===== config.mk =====
export PLATFORM = sky130hd
export DESIGN_NAME = pgm_cen_gen
export DESIGN_NICKNAME = d
export VERILOG_FILES = /design/src/rtl/pgm_cen_gen.sv
export SDC_FILE = /design/constraint.sdc
export NUM_CORES = 1
export LEC_CHECK = 0
export BUFFER_PORTS_ARGS = -buffer_cell sky130_fd_sc_hd__buf_2
export CAP_MARGIN = 5
export CORE_MARGIN = 2
export CORE_UTILIZATION = 25
export CTS_CLUSTER_DIAMETER = 80
export DETAILED_ROUTE_END_ITERATION = 7
export PLACE_DENSITY_LB_ADDON = 0.3
export RECOVER_POWER = 50
export SLEW_MARGIN = 15
export SYNTH_ARGS = -nofsm -noshare
export SYNTH_HDL_FRONTEND = slang
export SYNTH_SLANG_ARGS = --single-unit

===== constraint.sdc =====
create_clock -name clk -period 4.3 [get_ports clk]
set_input_delay 0.645 -clock clk [delete_from_list [all_inputs] [get_ports clk]]
set_output_delay 0.645 -clock clk [all_outputs]
set_load 0.02 [all_outputs]

===== src/rtl/pgm_cen_gen.sv =====
// Fractional clock-enable generator: each channel emits cen at clk*num/den
// using a remainder accumulator, plus alternating cen_p/cen_n half-rate phases.
module pgm_cen_gen #(
  parameter int CHANNELS = 2,
  parameter int ACC_W    = 16
) (
  input  logic                      clk,
  input  logic                      reset,
  input  logic [CHANNELS*ACC_W-1:0] num,
  input  logic [CHANNELS*ACC_W-1:0] den,
  input  logic                      cfg_load,
  input  logic [CHANNELS-1:0]       pause,
  output logic [CHANNELS-1:0]       cen,
  output logic [CHANNELS-1:0]       cen_p,
  output logic [CHANNELS-1:0]       cen_n,
  output logic [CHANNELS-1:0]       cfg_err
);

  logic [ACC_W-1:0] num_r [CHANNELS];
  logic [ACC_W-1:0] den_r [CHANNELS];
  logic [ACC_W:0]   acc   [CHANNELS];
  logic [ACC_W:0]   sum   [CHANNELS];
  logic [CHANNELS-1:0] ph;
  logic [CHANNELS-1:0] hit;

  // acc stays below den_r, so one conditional subtract keeps it in range;
  // a zero numerator must never fire even though 0 >= den_r when den_r is 0.
  always_comb begin
    for (int i = 0; i < CHANNELS; i++) begin
      sum[i] = acc[i] + {1'b0, num_r[i]};
      hit[i] = (num_r[i] != '0) && (sum[i] >= {1'b0, den_r[i]});
    end
  end

  always_ff @(posedge clk) begin
    if (reset) begin
      for (int i = 0; i < CHANNELS; i++) begin
        num_r[i] <= '0;
        den_r[i] <= '0;
        acc[i]   <= '0;
      end
      ph      <= '0;
      cen     <= '0;
      cen_p   <= '0;
      cen_n   <= '0;
      cfg_err <= '0;
    end else begin
      for (int i = 0; i < CHANNELS; i++) begin
        if (cfg_load) begin
          num_r[i]   <= num[i*ACC_W +: ACC_W];
          den_r[i]   <= den[i*ACC_W +: ACC_W];
          acc[i]     <= '0;
          ph[i]      <= 1'b0;
          cen[i]     <= 1'b0;
          cen_p[i]   <= 1'b0;
          cen_n[i]   <= 1'b0;
          cfg_err[i] <= (den[i*ACC_W +: ACC_W] == '0) ||
                        (num[i*ACC_W +: ACC_W] > den[i*ACC_W +: ACC_W]);
        end else if (pause[i] || cfg_err[i]) begin
          cen[i]   <= 1'b0;
          cen_p[i] <= 1'b0;
          cen_n[i] <= 1'b0;
        end else if (hit[i]) begin
          acc[i]   <= sum[i] - {1'b0, den_r[i]};
          cen[i]   <= 1'b1;
          cen_p[i] <= ~ph[i];
          cen_n[i] <= ph[i];
          ph[i]    <= ~ph[i];
        end else begin
          acc[i]   <= sum[i];
          cen[i]   <= 1'b0;
          cen_p[i] <= 1'b0;
          cen_n[i] <= 1'b0;
        end
      end
    end
  end

endmodule


Word-level counts from Yosys, hierarchy flattened
Memory sizes are Yosys's and may differ from the RTL's.
Index checks and enable logic that the tools add are counted.

storage, ports and cells
  memories kept = 3
  output and inout bits = 8
  input bits = 69
  bits in registers = 10
  memory bits (writable) = 98
  logic and storage cells = 85

cells by class
  bitwise operators = 16
  multiplexer cells = 35
  add/subtract/negate cells = 4
  reduce and logical (&&, ||, !) cells = 15
  order comparisons = 4

memories
  memory  words  width  rd ports  clocked after memory_dff  write ports  line  source
  acc     2      17     2         0                         2            21    logic [ACC_W:0] acc [CHANNELS];
  den_r   2      16     2         0                         2            20    logic [ACC_W-1:0] den_r [CHANNELS];
  num_r   2      16     2         0                         2            19    logic [ACC_W-1:0] num_r [CHANNELS];

operators by type and width
  kind                 number
  $mux W17             6
  $mux W16             4
  $add A17 B16 Y17     2
  $ge A17 B16 Y1       2
  $sub A17 B16 Y17     2
  $gt A16 B16 Y1       2
  $logic_not A16 Y1    2
  $reduce_bool A16 Y1  2
  $mux W1              25
  $or A1 B1 Y1         10
  $reduce_or A4 Y1     2
  $not A1 Y1           6
  $logic_or A1 B1 Y1   4
  $reduce_and A2 Y1    2
  $logic_and A1 B1 Y1  2
  $reduce_or A2 Y1     1

Logic depth before layout (Yosys ltp)
Gate-level depths: netlist of run 1.

  depth in word-level cells = 10
  depth in mapped cells = 19

Worst setup path after synthesis of run 1
OpenSTA, ideal clock, no wires.

  kind = flip-flop to flip-flop
  start point = mem num_r[0][0]
  end point = mem acc[0][1] (netlist bit), data pin
  setup time = 272 ps
  arrival time = 3778 ps
  stages on the path, launching flop included = 19
  required time = 4028 ps
  slack = 250 ps
  buffers on the path = 1
  clock period less this slack = 4050 ps
  path through = edfxtp_1 -> ha_1 -> fa_1 -> a211oi_1 -> o21ai_2 -> nand4_2 -> and2_4 -> o211a_1 -> a21boi_0 -> ha_1 -> a21oi_1 -> o21ai_0 -> nor2_1 -> nand2_1 -> o211a_1 -> a211o_1 -> buf_2 -> a21oi_1 -> a211oi_1

RTL lines
  element             line
  start: declaration  19
  end: declaration    21

==> results of run 1 <==
registers in the layout (all words and copies together) (netlist names):
signal	flops
den_r	32
ph	2
acc	34
cen_n	2
cfg_err	2
cen_p	2
num_r	32
cen	2
metrics by stage:
stage                     area (um^2)  hold slack (ps)    util
after floorplan                  8324            425.3       -
after global placement           9590            440.4  0.2933
after detailed placement         9590            433.7  0.2933
after CTS                        9892            461.1  0.3025
after global routing            10070            482.1  0.3080
final                           10070            465.6  0.3080
placed cells by master, fill, tap and decap left out, drive strengths merged, types with 7 or more instances in the layout:
cell / Yosys / layout
a211oi: 16 / 16
a21o: 30 / 30
a21oi: 73 / 73
and2: 36 / 36
buf: 6 / 124
clkbuf: 18 / 27
dfxtp: 10 / 10
edfxtp: 98 / 98
ha: 96 / 96
inv: 88 / 88
nand2: 44 / 44
nand3: 35 / 35
nand4: 19 / 19
nor2: 35 / 35
nor3: 54 / 54
nor4: 20 / 20
o21a: 16 / 16
o21ai: 54 / 54
o21bai: 7 / 7
xnor2: 36 / 36
xor2: 13 / 13
worst paths after layout:
path | endpoint | from | slack (ps) | depth (start not counted)
hold reg to reg | cen_p[1] | ph[1] | 470 | 1
hold / removal | cen_p[1] | ph[1] | 470 | 1
setup / recovery | acc[1][16] | num_r[0][16] | 260 | 18
setup reg to reg | acc[1][16] | num_r[0][16] | 260 | 18
logic make-up (layout without fill, tap and decap cells):
family	Yosys count	count (layout)
simple gates	270	270
fa+ha+maj	100	100
flops	108	108
buf+inv	113	243
xor+xnor	49	49
compound gates	246	246
worst register-to-register path, stage by stage (launching register included):
cell	delay, ps
edfxtp_1	390
ha_1	190
inv_1	60
fa_1	400
nand2b_4	170
a21oi_2	190
nand2b_1	140
a21oi_1	80
xnor2_1	250
ha_1	310
a21oi_2	170
buf_4	130
a21o_1	140
a211o_1	130
nand3_1	160
o41ai_4	300
o211ai_1	180
or3_1	360
a21oi_1	150
power by group:
group          internal (mW)  switching, mW
Sequential              1.26         0.0609
Clock                  0.392          0.367
Combinational           1.03           1.27
timing repair:
action | CTS | global route
setup buffers | 1 | 3
resized for setup | 9 | 33
cloned | 0 | 1
setup endpoints to repair | 38 | 41
pin swaps | 3 | 16
metal layers:
metal / wire length (um) / vias up
li1: - / 3544
met1: 11980 / 3164
met2: 9824 / 133
met3: 859 / 21
met4: 359 / 0
met5: 0 / -
layout make-up:
cell class,count,share of cell area
clock buffers,13,0.02385
repair buffers,138,0.08163
flip-flops and latches,108,0.3121
multi-input cells,665,0.4925
inverters,89,0.03317
well taps,442,0.05491
clock inverters,3,0.001864
==> impl_metrics.json, run 1 <==
{
  "synth.top_cells.by_count": "edfxtp_1, ha_1, inv_1, a21oi_1, nor3_1",
  "initial_core_util": 0.2546,
  "fillers": 3481,
  "min_period_over_period": 0.9406,
  "hold_violations": 0,
  "global_route.usage.met1": 0.2010,
  "worst_setup_hold_path_clk_slew_ps": 70,
  "final_max_slew_viol_count": 70,
  "muxShareOfSynthArea": 0,
  "post-synth-top-area-cell": "edfxtp_1",
  "vias_after_detailed_routing": 6862,
  "post_drt_wl_per_cell_um": 15.79,
  "timing.final.crit_period_ps": 4045,
  "holdBufCountCts": 0,
  "timing.critical_path.cells": "ha_1 -> inv_1 -> fa_1 -> nand2b_4 -> a21oi_2 -> nand2b_1 -> a21oi_1 -> xnor2_1 -> ha_1 -> a21oi_2 -> buf_4 -> a21o_1 -> a211o_1 -> nand3_1 -> o41ai_4 -> o211ai_1 -> or3_1 -> a21oi_1",
  "antenna_violating_nets_post_route": 0,
  "first_global_vias": 6794,
  "final.setup.worst_slack_ps": 255.4,
  "power.density_nw_per_um2": 435.2,
  "grt.met2_usage": 0.1939,
  "maxCapViolCount": 2,
  "area_of_the_multi_input_gates_um2": 4960,
  "cp_max_fo": 3,
  "final_cells": 1458,
  "p_leak_nw": 4.306,
  "max_slew.worst_pin.slew_ps": 1624,
  "synth-main-ff-cell": "edfxtp_1",
  "worstSetupStartpointType": "register",
  "layout.area.seq_um2": 3143,
  "floorplan.io_pins": 77,
  "number_of_flops_mapped_to_enable_cells_by_yosys": 98,
  "cts_buffers": 9,
  "largest_family_of_logic_cells_by_synthesized_area": "compound AO/OA/AOI/OAI gates",
  "fin_setup_tns_ps": 0,
  "route.detailed.vias_per_inst": 4.706,
  "fin_skew_ps": 8.336,
  "cp.arrival_ps": 4240,
  "post_synth_main_area_contributors": "edfxtp_1, ha_1, a21oi_1, inv_1, xnor2_1",
  "diodes": 0,
  "tritoncts": "yes",
  "worst_ep_required_time_ps": 4490,
  "synth_xor_area_frac": 0.05156,
  "floorplan.die.width_um": 186.5,
  "post_synthesis_area_per_instance_um2": 9.395,
  "synth.lib_cells_used.distinct": 68,
  "cts.sink_count": 108,
  "drt_first_iter_violations": 415,
  "setup.worst_path.class": "register to register",
  "netlist.area_leader.share": 0.3535,
  "postSynthRegisterBits": 108,
  "cpLargestDelayFamily": "compound AO/OA/AOI/OAI gates",
  "setup-violations-final": 0,
  "outcome": "finished, violations left",
  "first_pass_iters": 5,
  "cpPeakStageDelay_ps": 400,
  "maxSlewHeadroom": -0.08257,
  "detail_route.wirelength_um": 23020,
  "grt_util_met3": 0.01730,
  "row_count": 66,
  "area.growth.synth_to_final_pct": 20.98,
  "globalRoute.totalOverflow": 0,
  "synthesis.nets": 1055,
  "ys_async_sr_fraction": 0,
  "synth_sequential_area_ratio": 0.3776,
  "cts_max_path_buffers": 2,
  "drcViolationCount": 0,
  "post_route_cells_drive_above_1_share": 0.1772,
  "place.detailed.instances": 1437,
  "mappedNetlistArea_um2": 8324,
  "synth-compound-area-share": 0.1957,
  "yosysMostFrequentCell": "edfxtp_1",
  "hpwlAfterDp_um": 18710,
  "grt.busiest_layer": "met1",
  "grt_pass1_wl_um": 36740,
  "die_area_um2": 34770,
  "cp_num_buf_inv": 2,
  "violations": "capacitance limit, slew limit",
  "htree_levels": 3,
  "yosys.area_share.adder": 0.1539,
  "design.core.area_um2": 32700,
  "clock_tree.root_cell": "clkbuf_16",
  "synthCells": 886,
  "hold_path.class": "register to register",
  "clock_insertion_delay_worst_skew_ps": 350,
  "synth.yosys.warnings": 0,
  "peakVddDrop_v": 0.0002249,
  "critical_path.slowest_cell": "fa_1",
  "port_buffers": 76,
  "total_power_mw": 4.383,
  "area_share_of_and_or_nand_nor_cells_after_synthesis": 0.1694,
  "gp_congestion": 0.8147,
  "fmaxAchievable_mhz": 247.2,
  "dp_slack_ps": -230.4,
  "groute.usage.overall": 0.1325,
  "final_net_count": 1180,
  "grt_max_degree": 66,
  "die-height_um": 186.5,
  "antenna_violations_before_repair": 0,
  "crit_path_end_kind": "register"
}
No activity file was read; power rests on OpenSTA's default activity.
==> inputs of run 2 (changes only) <==
==> constraint.sdc (replaced) <==
create_clock -name clk -period 4.3 [get_ports clk]
set_input_delay 0 -clock clk [delete_from_list [all_inputs] [get_ports clk]]
set_output_delay 0 -clock clk [all_outputs]
set_load 0.02 [all_outputs]
==> run 2 against run 1 <==
Against the previous run:
- the run still ends with capacitance limit, slew limit left
- worst setup slack worse by 170 ps
- global-route usage is 0.60 points higher
- final cell count is 2.8% higher
- die area stayed put
- routed wire length is 4.2% higher
- power is 9.1% higher
- critical endpoint is now acc[0][12]
- largest power group unchanged
- highest routed layer unchanged
==> impl_metrics.json, run 2 (synthesis results as in run 1) <==
{
  "max_flop_register": "acc",
  "worstSetupStartpointType": "register",
  "globalRoute.totalOverflow": 0,
  "setup.worst_path.class": "register to register",
  "maxSlewHeadroom": -0.3305,
  "cp.arrival_ps": 4420,
  "top_regs": "acc: 34 flops, den_r: 32 flops, num_r: 32 flops",
  "crit_path_end_kind": "register",
  "grt_pass1_wl_um": 38440,
  "cts.sink_count": 108,
  "top_library_cells_by_usage_in_the_layout_fill_and_taps_aside": "edfxtp_1, ha_1, inv_1",
  "antenna_violating_nets_post_route": 0,
  "clock_tree.root_cell": "clkbuf_16",
  "row_count": 66,
  "tritoncts": "yes",
  "cp_max_fo": 6,
  "fmaxAchievable_mhz": 237.3,
  "floorplan.die.width_um": 186.5,
  "final_max_slew_viol_count": 71,
  "cts_max_path_buffers": 2,
  "area.growth.synth_to_final_pct": 27.45,
  "gp_congestion": 0.8295,
  "worst_ep_required_time_ps": 4510,
  "p_leak_nw": 4.544,
  "peakVddDrop_v": 0.0002177,
  "first_pass_iters": 5,
  "hold_violations": 0,
  "antenna_violations_before_repair": 0,
  "register_to_register_setup_slack_ps": 90,
  "violations": "capacitance limit, slew limit",
  "design.core.area_um2": 32700,
  "maxCapViolCount": 2,
  "finalCoreUtilization": 0.3244,
  "floorplan.io_pins": 77,
  "largest_reg_flops": 34,
  "clock_insertion_delay_worst_skew_ps": 370,
  "vias_after_detailed_routing": 7201,
  "port_buffers": 76,
  "hold_path.class": "primary input to register",
  "die_area_um2": 34770,
  "power.density_nw_per_um2": 450.6,
  "hpwlAfterDp_um": 18980,
  "post_route_cells_drive_above_1_share": 0.1902,
  "fin_setup_tns_ps": 0,
  "min_period_over_period": 0.9798,
  "initial_core_util": 0.2546,
  "layout_commonest_cell": "edfxtp_1",
  "htree_levels": 3,
  "route.detailed.vias_per_inst": 4.804,
  "timing.final.crit_period_ps": 4213,
  "final_net_count": 1221,
  "setup-violations-final": 0,
  "die-height_um": 186.5,
  "groute.usage.overall": 0.1386,
  "first_global_vias": 7050,
  "drcViolationCount": 0,
  "diodes": 0,
  "max_slew.worst_pin.slew_ps": 1988,
  "detail_route.wirelength_um": 23990,
  "post_drt_wl_per_cell_um": 16.01,
  "cts_buffers": 9,
  "grt_max_degree": 66,
  "total_power_mw": 4.781,
  "worst_setup_hold_path_clk_slew_ps": 70,
  "fillers": 3475,
  "outcome": "finished, violations left",
  "drt_first_iter_violations": 395,
  "fin_skew_ps": 11.43
}
-- run 2: final cells by class --
cell class | count | area [um^2] | area share
Multi-Input combinational cell | 665 | 4976 | 0.4690
Sequential cell | 108 | 3143 | 0.2963
Timing Repair Buffer | 179 | 1231 | 0.1161
Tap cell | 442 | 553.0 | 0.05213
Inverter | 89 | 334.1 | 0.03149
Clock buffer | 10 | 239.0 | 0.02253
Clock inverter | 6 | 132.6 | 0.01250
-- run 2: through the flow --
stage          cell area, um^2  std cells  worst slack [ps]  hold slack, ps
2_1_floorplan             8324        886             250.1           167.5
3_3_place_gp              9603       1437            -101.4           310.0
3_5_place_dp              9603       1437            -148.8           315.8
4_1_cts                  10320       1486             34.03          0.1801
5_1_grt                  10610       1499            -23.09           23.74
6_report                 10610       1499             86.66           17.39
-- run 2: repair_timing --
item	in CTS	in global routing
hold buffers	33	0
setup buffers	0	13
gates resized for setup	3	50
setup endpoints to repair	30	42
pin swaps	2	26
hold endpoints to repair	33	0
gates cloned	0	1
-- run 2: critical path: stages (launching register included) --
cell	delay (ps)
edfxtp_1	500
buf_6	170
fa_2	410
a211oi_4	270
o21ai_2	90
nand4_2	110
and2_4	160
o211a_1	160
a21boi_4	240
ha_4	170
nand4_1	140
nor4_2	380
nor2_1	90
nand2_1	90
o211a_4	200
a211oi_4	60
buf_4	170
or4_1	510
a21oi_2	130
-- run 2: path summary, 6_finish.rpt --
path | start | to | cells after the start
min reg2reg | ph[1] | cen_p[1] | 1
max | num_r[0][1] | acc[0][12] | 18
min | den[12] | den_r[0][12] | 3
max reg2reg | num_r[0][1] | acc[0][12] | 18
-- run 2: routing by layer --
| layer | up-vias | wire (um) | GRT usage |
|---|---|---|---|
| met5 | - | 0 | 0 |
| met4 | 0 | 401 | 0.04457 |
| met3 | 19 | 881 | 0.01730 |
| met2 | 129 | 10470 | 0.2117 |
| met1 | 3428 | 12240 | 0.2022 |
| li1 | 3625 | - | - |
-- run 2: report_power, final --
group          switching (mW)  internal, mW  leakage, nW  total (mW)
Sequential             0.0616          1.26         1.16        1.32
Combinational            1.31          1.11         3.20        2.42
Clock                   0.389         0.644        0.181        1.03
Total                    1.76          3.02         4.54        4.78
==> inputs of run 3 (changes only) <==
--- a/config.mk
+++ b/config.mk
@@ -7,7 +7,8 @@
 export LEC_CHECK = 0
 export BUFFER_PORTS_ARGS = -buffer_cell sky130_fd_sc_hd__buf_2
 export CAP_MARGIN = 5
-export CORE_MARGIN = 2
+export CELL_PAD_IN_SITES_DETAIL_PLACEMENT = 0
+export CELL_PAD_IN_SITES_GLOBAL_PLACEMENT = 1
 export CORE_UTILIZATION = 25
 export CTS_CLUSTER_DIAMETER = 80
 export DETAILED_ROUTE_END_ITERATION = 7
==> run 3 against run 2 <==
Against the previous run:
- the run still ends with capacitance limit, slew limit left
- critical path depth unchanged
- sequential share of layout area up 0.49 points
- power down 5.6%
- core utilization down 0.44 points
- via count down 0.86%
- count of clock-buffer cells in the layout up 3
- non-clock buffer count down 9
- final cell count down 0.60%
- critical path type unchanged
- highest routed layer unchanged
==> impl_metrics.json, run 3 (synthesis results as in run 1) <==
{
  "peakVddDrop_v": 0.0001882,
  "largest_reg_flops": 34,
  "design.core.area_um2": 32620,
  "floorplan.io_pins": 77,
  "fin_skew_ps": 15.77,
  "final_net_count": 1212,
  "route.detailed.vias_per_inst": 4.791,
  "post_drt_wl_per_cell_um": 16.88,
  "p_leak_nw": 4.429,
  "maxSlewHeadroom": -0.1174,
  "post_route_cells_drive_above_1_share": 0.1832,
  "tritoncts": "yes",
  "cts.sink_count": 108,
  "clock_tree.root_cell": "clkbuf_16",
  "maxCapViolCount": 2,
  "gp_congestion": 0.8203,
  "die-height_um": 184.5,
  "groute.usage.overall": 0.1482,
  "drcViolationCount": 0,
  "clock_insertion_delay_worst_skew_ps": 360,
  "grt_pass1_wl_um": 38480,
  "cp.arrival_ps": 4330,
  "grt_max_degree": 59,
  "worstSetupStartpointType": "register",
  "setup.worst_path.class": "register to register",
  "first_global_vias": 6973,
  "globalRoute.totalOverflow": 0,
  "area.growth.synth_to_final_pct": 25.39,
  "initial_core_util": 0.2552,
  "drt_first_iter_violations": 464,
  "fillers": 3402,
  "htree_levels": 3,
  "vias_after_detailed_routing": 7139,
  "first_pass_iters": 4,
  "setup-violations-final": 0,
  "row_count": 66,
  "fmaxAchievable_mhz": 240.5,
  "hold_violations": 0,
  "max_flop_register": "acc",
  "port_buffers": 76,
  "cts_buffers": 9,
  "timing.final.crit_period_ps": 4157,
  "worst_ep_required_time_ps": 4470,
  "detail_route.wirelength_um": 25160,
  "dp_slack_ps": -195.3,
  "floorplan.die.width_um": 184.5,
  "antenna_violations_before_repair": 0,
  "cts_max_path_buffers": 2,
  "die_area_um2": 34030,
  "hpwlAfterDp_um": 20300,
  "outcome": "finished, violations left",
  "total_power_mw": 4.513,
  "crit_path_end_kind": "register",
  "diodes": 0,
  "final_max_slew_viol_count": 71,
  "area_of_the_multi_input_gates_um2": 4986,
  "power.density_nw_per_um2": 432.4,
  "final.setup.worst_slack_ps": 142.5,
  "layout_commonest_cell": "edfxtp_1",
  "antenna_violating_nets_post_route": 0,
  "layout.area.seq_um2": 3143,
  "violations": "capacitance limit, slew limit",
  "min_period_over_period": 0.9669,
  "max_slew.worst_pin.slew_ps": 1676,
  "top_regs": "acc: 34 flops, den_r: 32 flops, num_r: 32 flops",
  "top_library_cells_by_usage_in_the_layout_fill_and_taps_aside": "edfxtp_1, ha_1, inv_1",
  "hold_path.class": "primary input to register",
  "cp_max_fo": 7,
  "worst_setup_hold_path_clk_slew_ps": 70
}
-- run 3: cell types whose count changed in the layout (fill, tap and decap cells not counted), sizes merged, moves of 4 or more --
| cell | before | now |
|---|---|---|
| buf | 134 | 128 |
| bufinv | 4 | 0 |
| clkbuf | 22 | 26 |
| dlygate4sd3 | 33 | 29 |
-- run 3: repair_timing --
item / 4_1_cts / 5_1_grt
hold endpoints to repair: 29 / 0
gates resized for setup: 8 / 43
hold buffers: 29 / 0
cloned: 0 / 0
endpoints found under the setup margin: 37 / 42
setup buffers: 0 / 5
pin swaps: 2 / 18
-- run 3: per-stage QoR --
stage	setup TNS, ps	std cells	cell area (um^2)	utilization	hold slack, ps
after floorplan	0	886	8324	-	167.5
after global placement	-1872	1441	9620	0.2949	313.9
after detailed placement	-1958	1441	9620	0.2949	314.8
after CTS	0	1486	10220	0.3132	2.389
after global routing	-66.99	1490	10440	0.3200	23.08
final	0	1490	10440	0.3200	8.550
-- run 3: worst max-delay path, cell delays in order (launching register included) --
cell and delay, ps:
edfxtp_1 400, ha_2 200, fa_2 360, a211oi_2 220, buf_4 150, o21ai_4 70, nand4_4 100, and2_4 150
buf_4 120, o2111ai_1 130, o311ai_0 140, buf_4 200, ha_1 260, a21oi_2 190, nand2_1 100, o211a_4 280
a211oi_4 450, nor2_2 160, a211oi_1 280
-- run 3: path summary, 6_finish.rpt --
kind	startpoint	to	slack [ps]	cells after the start
setup reg to reg	num_r[0][0]	acc[0][1]	140	18
setup / recovery	num_r[0][0]	acc[0][1]	140	18
hold reg to reg	ph[1]	cen_p[1]	450	1
hold / removal	num[19]	num_r[0][19]	9	2
-- run 3: final cells by class --
cell class | instances | share of cell area
clock buffers | 13 | 0.02493
clock inverters | 3 | 0.002038
inverters | 89 | 0.03201
multi-input cells | 665 | 0.4777
flip-flops and latches | 108 | 0.3011
well taps | 442 | 0.05298
repair buffers | 170 | 0.1092
-- run 3: power breakdown --
group	internal, mW	switching [mW]
Combinational	1.06	1.31
Sequential	1.26	0.0631
Clock	0.426	0.388
Total	2.75	1.76
-- run 3: routing by layer --
layer  global-route usage  up-vias  routed length (um)
li1                     -     3609                   -
met1               0.2237     3365               13170
met2               0.2190      147               10710
met3              0.01778       18                 973
met4              0.04000        0                 304
met5                    0        -                   0
